File: config.mk
export PLATFORM = sky130hd
export DESIGN_NAME = psum_pair_rx_flat
export DESIGN_NICKNAME = d
export VERILOG_FILES = /design/src/rtl/psum_pair_rx_if.sv /design/src/rtl/psum_pair_rx.sv /design/src/flat_wrapper.sv
export SDC_FILE = /design/constraint.sdc
export NUM_CORES = 1
export LEC_CHECK = 0
export BUFFER_PORTS_ARGS = -buffer_cell sky130_fd_sc_hd__buf_2
export CAP_MARGIN = 20
export CORE_MARGIN = 2
export CORE_UTILIZATION = 58
export CTS_CLUSTER_SIZE = 14
export DETAILED_ROUTE_END_ITERATION = 8
export PLACE_DENSITY = 0.77
export REMOVE_ABC_BUFFERS = 1
export SETUP_SLACK_MARGIN = 0.05
export SLEW_MARGIN = 30
export SYNTH_ARGS = -nofsm -noshare
export SYNTH_HDL_FRONTEND = slang
export SYNTH_SLANG_ARGS = --single-unit
export TNS_END_PERCENT = 50
File: constraint.sdc
create_clock -name clk -period 3.76 [get_ports clk]
set_clock_uncertainty 0.2 [all_clocks]
set_input_delay 0.376 -clock clk [delete_from_list [all_inputs] [get_ports clk]]
set_output_delay 0.376 -clock clk [all_outputs]
set_load 0.02 [all_outputs]
File: src/rtl/psum_pair_rx_if.sv
// psum_pair_rx_if
// Bundles the peer-link, local-sum and downstream-total handshakes of the
// partial-sum receiver, plus the peer FIFO occupancy.
//   slave  : the receiver (psum_pair_rx)
//   master : whatever drives the peer/local sums and consumes the total
// Parameters:
//   bw_psum : partial-sum base width; link sums are bw_psum+4 bits
//   depth   : peer FIFO depth (power of two, >= 2)
interface psum_pair_rx_if #(
  parameter int bw_psum = 19,
  parameter int depth   = 4
);
  localparam int SW = bw_psum + 4;
  localparam int TW = bw_psum + 5;
  localparam int CW = $clog2(depth) + 1;

  logic [SW-1:0] peer_sum;
  logic          peer_valid;
  logic          peer_ready;
  logic [SW-1:0] local_sum;
  logic          local_valid;
  logic          local_ready;
  logic [TW-1:0] total_out;
  logic          total_valid;
  logic          total_ready;
  logic [CW-1:0] fifo_count;

  modport slave (
    input  peer_sum, peer_valid, local_sum, local_valid, total_ready,
    output peer_ready, local_ready, total_out, total_valid, fifo_count
  );

  modport master (
    output peer_sum, peer_valid, local_sum, local_valid, total_ready,
    input  peer_ready, local_ready, total_out, total_valid, fifo_count
  );
endinterface

File: src/rtl/psum_pair_rx.sv
// psum_pair_rx
// Receive side of the inter-core partial-sum link. Peer sums are buffered
// in a small FIFO; each one is paired, in arrival order, with the local
// core's sum held in a one-entry register, and the registered total is
// handed to the normalization stage.
// Ports:
//   clk   : clock, all state on the rising edge
//   reset : synchronous, active-high
//   bus   : psum_pair_rx_if.slave (peer/local/total handshakes, fifo_count)
// Build option:
//   PSUM_SAT_EN : when defined, total_out is clipped to bw_psum+4 bits
//                 (MSB always 0); otherwise the full bw_psum+5-bit sum.
module psum_pair_rx #(
  parameter int bw_psum = 19,
  parameter int depth   = 4
) (
  input  logic           clk,
  input  logic           reset,
  psum_pair_rx_if.slave  bus
);
  localparam int SW = bw_psum + 4;
  localparam int TW = bw_psum + 5;
  localparam int AW = $clog2(depth);
  localparam int CW = AW + 1;
  localparam logic [CW-1:0] DEPTH_C = CW'(depth);

  logic [SW-1:0] r_fifo [depth];
  logic [AW-1:0] r_wptr;
  logic [AW-1:0] r_rptr;
  logic [CW-1:0] r_count;
  logic [SW-1:0] r_local;
  logic          r_local_full;
  logic [TW-1:0] r_total_out;
  logic          r_total_valid;

  logic          w_peer_ready;
  logic          w_push;
  logic          w_load;
  logic          w_fire;
  logic [TW-1:0] w_sum_full;
  logic [TW-1:0] w_total;

  // No bypass: a full FIFO refuses a push even if it pops this cycle.
  assign w_peer_ready = (r_count < DEPTH_C);
  assign w_push       = bus.peer_valid && w_peer_ready;
  // Local register is only refilled once the previous entry has fired.
  assign w_load       = bus.local_valid && !r_local_full;
  assign w_fire       = r_local_full && (r_count != '0) &&
                        (!r_total_valid || bus.total_ready);

  assign w_sum_full = {1'b0, r_fifo[r_rptr]} + {1'b0, r_local};

`ifdef PSUM_SAT_EN
  assign w_total = w_sum_full[TW-1] ? {1'b0, {SW{1'b1}}} : w_sum_full;
`else
  assign w_total = w_sum_full;
`endif

  // Storage is not reset; validity is tracked by the pointers and count.
  always_ff @(posedge clk) begin
    if (w_push) begin
      r_fifo[r_wptr] <= bus.peer_sum;
    end
  end

  always_ff @(posedge clk) begin
    if (reset) begin
      r_wptr        <= '0;
      r_rptr        <= '0;
      r_count       <= '0;
      r_local       <= '0;
      r_local_full  <= 1'b0;
      r_total_out   <= '0;
      r_total_valid <= 1'b0;
    end else begin
      if (w_push) begin
        r_wptr <= r_wptr + 1'b1;
      end
      if (w_fire) begin
        r_rptr <= r_rptr + 1'b1;
      end
      if (w_push && !w_fire) begin
        r_count <= r_count + 1'b1;
      end else if (!w_push && w_fire) begin
        r_count <= r_count - 1'b1;
      end

      if (w_fire) begin
        r_local_full <= 1'b0;
      end else if (w_load) begin
        r_local      <= bus.local_sum;
        r_local_full <= 1'b1;
      end

      if (w_fire) begin
        r_total_out   <= w_total;
        r_total_valid <= 1'b1;
      end else if (bus.total_ready) begin
        r_total_valid <= 1'b0;
      end
    end
  end

  assign bus.peer_ready  = w_peer_ready;
  assign bus.local_ready = !r_local_full;
  assign bus.total_out   = r_total_out;
  assign bus.total_valid = r_total_valid;
  assign bus.fifo_count  = r_count;
endmodule

File: src/flat_wrapper.sv
// flat-port wrapper written by rule: the top's interface ports become plain ports
module psum_pair_rx_flat 
#(
  parameter int bw_psum = 19,
  parameter int depth   = 4
)
  (clk, reset, bus_peer_sum, bus_peer_valid, bus_local_sum, bus_local_valid, bus_total_ready, bus_peer_ready, bus_local_ready, bus_total_out, bus_total_valid, bus_fifo_count);
  psum_pair_rx_if #(.bw_psum(bw_psum), .depth(depth)) bus_i ();
  input  logic clk;
  input  logic reset;
  input wire logic [$bits(bus_i.peer_sum)-1:0] bus_peer_sum;
  input wire logic [$bits(bus_i.peer_valid)-1:0] bus_peer_valid;
  input wire logic [$bits(bus_i.local_sum)-1:0] bus_local_sum;
  input wire logic [$bits(bus_i.local_valid)-1:0] bus_local_valid;
  input wire logic [$bits(bus_i.total_ready)-1:0] bus_total_ready;
  output wire logic [$bits(bus_i.peer_ready)-1:0] bus_peer_ready;
  output wire logic [$bits(bus_i.local_ready)-1:0] bus_local_ready;
  output wire logic [$bits(bus_i.total_out)-1:0] bus_total_out;
  output wire logic [$bits(bus_i.total_valid)-1:0] bus_total_valid;
  output wire logic [$bits(bus_i.fifo_count)-1:0] bus_fifo_count;
  assign bus_i.peer_sum = bus_peer_sum;
  assign bus_i.peer_valid = bus_peer_valid;
  assign bus_i.local_sum = bus_local_sum;
  assign bus_i.local_valid = bus_local_valid;
  assign bus_i.total_ready = bus_total_ready;
  assign bus_peer_ready = bus_i.peer_ready;
  assign bus_local_ready = bus_i.local_ready;
  assign bus_total_out = bus_i.total_out;
  assign bus_total_valid = bus_i.total_valid;
  assign bus_fifo_count = bus_i.fifo_count;
  psum_pair_rx #(.bw_psum(bw_psum), .depth(depth)) u_core (.clk(clk), .reset(reset), .bus(bus_i));
endmodule
==> impl_metrics.tcl <==
set metrics [dict create \
    syn-instance-count 550 \
    cts.htree.levels 4 \
    clk_pin_slew_ns 0.06 \
    worstPathArrival_ns 3.51 \
    worstPathRequired_ns 3.86 \
    cts_made_buffers 17 \
    multi_input_area_um2 2610 \
    hp-class "in -> reg" \
    grt_max_degree 38 \
    port_buffers 80 \
    drive_above_1_share 0.222 \
    nets 754 \
    yosysSeqAreaShare 0.586 \
    fp.dieH_um 111 \
    worst_slack_ns 0.350 \
    first_global_vias 4583 \
    antenna_found_initial 1 \
    start_util 0.591 \
    postSynthAreaPerCell_um2 12.2 \
    top_layer "met4" \
    worst_pin_slew_ns 0.878 \
    synth-main-ff-cell "edfxtp_1" \
    fin_crit_ns 3.41 \
    dpl_worst_slack_ns 0.308 \
    gp_congestion 0.867 \
    drv_cap 0 \
    root_buffer "clkbuf_16" \
    ys_warn_count 0 \
    post-route-drc-count 0 \
    clock-sinks 150 \
    power_density_nw_per_um2 635 \
    wl_um 14800 \
    p_leak_nw 3.16 \
    antenna_left 0 \
    seq_area_um2 3920 \
    core_um2 11300 \
    clockBufferDepth 2 \
    num_vias 4783 \
    synth_area_um2 6690 \
    crit_fanout 5 \
    path_class "reg -> reg" \
    grtUsageTotal 0.246 \
    die_area_um2 12400 \
    num-fill-cells 778 \
    grt_pass1_wl_um 23500 \
    insertion_delay_ns 0.43 \
    tritoncts "done" \
    post_drt_wl_per_cell_um 17.9 \
    wl_met1_um 6610 \
    startpoint_type "flip-flop" \
    area.growth.synth_to_final_pct 22.2 \
    row_count 39 \
    grt_setup_unrepaired "false" \
    grt_overflow 0 \
    die_w_um 111 \
    post_cts_buffers 0 \
    io_pins 81 \
    dp_hpwl_um 9570 \
    synth-async-reset-ratio 0 \
    status "complete, no violations" \
    finalSetupViolCount 0 \
    via_per_inst 5.77 \
    relSlewSlack 0.413 \
    slew_viol_final 0 \
    synth.distinct_cells 60 \
    drtIter0Drc 279 \
    dr.pass1.iters 5 \
    ys_ff_latch 150 \
    wl_met2_um 7220 \
    hold_viol_final 0 \
    max_freq_ghz 0.293 \
    endpoint_kind "flip-flop" \
    power_mw 5.20 \
    min_period_over_period 0.907 \
    synth_edf_count 92 \
    n_antenna_cell 0 \
    peakVddDrop_uv 456 \
    wl_met3_um 754 \
]
-- cell usage in the layout (no fill, tap or decap), types with 11 or more instances in the layout --
cell,count
buf_2,80
nand2_1,81
buf_4,13
ha_1,28
inv_1,12
dlygate4sd3_1,38
nand3_1,11
a21oi_1,57
nor2_1,27
clkbuf_16,17
edfxtp_1,92
mux4_2,23
dfxtp_1,58
-- cell usage after synthesis, drive strengths merged (2+ instances only) --
cell type  number  area share
edfxtp         92        0.41
nand2          82       0.046
a21oi          58       0.045
dfxtp          58        0.17
ha             28       0.052
nor2           27       0.015
mux4           23       0.077
clkbuf         18       0.010
o21ai          18       0.014
inv            13      0.0073
nand3          11      0.0082
buf            10      0.0062
nor3            9      0.0067
xor2            9       0.012
xnor2           8       0.010
a31oi           7      0.0065
a211oi          6      0.0075
a21o            6      0.0067
and2            6      0.0056
nor2b           6      0.0056
nor4            4      0.0037
a211o           3      0.0039
nand2b          3      0.0028
nand3b          3      0.0034
nand4           3      0.0028
nor4b           3      0.0062
o21a            3      0.0034
o21bai          3      0.0034
or4             3      0.0034
and3            2      0.0019
fa              2      0.0060
mux2i           2      0.0030
o2111ai         2      0.0036
o31ai           2      0.0022
or3             2      0.0019
-- power by group --
| part | internal, mW | switching [mW] | total (mW) |
|---|---|---|---|
| combinational | 0.638 | 0.935 | 1.57 |
| clock | 0.848 | 0.689 | 1.54 |
| sequential | 1.98 | 0.108 | 2.09 |
| total | 3.47 | 1.73 | 5.20 |
-- area by class of cell --
type / count / share of cell area
clock buffers: 18 / 0.0525
clock inverters: 14 / 0.0121
inverters: 13 / 0.00597
multi-input cells: 359 / 0.319
flip-flops and latches: 150 / 0.480
well taps: 143 / 0.0219
repair buffers: 132 / 0.109
-- cell families (layout without fill, tap and decap cells) --
family | Yosys count | in the layout | share of synthesized area
compound gates | 118 | 118 | 0.109
flops | 150 | 150 | 0.586
buf+inv | 41 | 177 | 0.0237
simple gates | 169 | 169 | 0.120
xor+xnor | 17 | 17 | 0.0222
fa+ha+maj | 30 | 30 | 0.0583
mux | 25 | 25 | 0.0804
-- state kept, by name, summed over array words and instances (netlist names), named ones only --
| signal | count |
|---|---|
| u_core.r_wptr | 2 |
| u_core.bus.total_valid | 1 |
| u_core.bus.total_out | 24 |
| u_core.r_fifo | 92 |
| u_core.r_local_full | 1 |
| u_core.r_local | 23 |
| u_core.bus.fifo_count | 3 |
| u_core.r_rptr | 2 |
-- layer usage --
metal / track usage / vias up
met5: 0 / -
met4: 0.0782 / 0
met3: 0.0577 / 18
met2: 0.397 / 142
met1: 0.335 / 2328
li1: - / 2295
-- worst paths after layout --
kind | to | startpoint | slack [ns] | cells after the start
min | u_core.r_local[3]$_SDFFE_PP0P_ | bus_local_sum[3] | 0.02 | 3
max | u_core.bus.total_out[18]$_SDFFE_PP0P_ | flip-flop | 0.35 | 10
max reg2reg | u_core.bus.total_out[18]$_SDFFE_PP0P_ | flip-flop | 0.35 | 10
min reg2reg | u_core.bus.total_out[15]$_SDFFE_PP0P_ | u_core.bus.total_out[15]$_SDFFE_PP0P_ | 0.25 | 2
-- stage by stage --
step	hold WS, ns	util	TNS [ns]	cells	cell area, um2
after floorplan	0.235	-	-0.378	522	6580
after global placement	0.232	0.642	0	759	7270
after detailed placement	0.242	0.642	0	759	7270
after CTS	0.00444	0.722	0	829	8180
after global routing	0.00325	0.723	0	829	8180
final	0.0222	0.723	0	829	8180
-- critical path: stages, from the launching register on --
cell and delay [ns]:
dfxtp_1 0.44, mux4_2 0.55, ha_1 0.23, fa_1 0.44, a211oi_2 0.27, o21ai_1 0.16, a22oi_2 0.28, a21oi_4 0.13
o21ai_2 0.17, a2111oi_0 0.11, or3_1 0.31
-- what timing repair did --
action	CTS	global route
hold endpoints to repair	107	0
endpoints found under the setup margin	0	1
resized for setup	0	1
hold buffers	38	0
(Power assumes the default switching activity.)
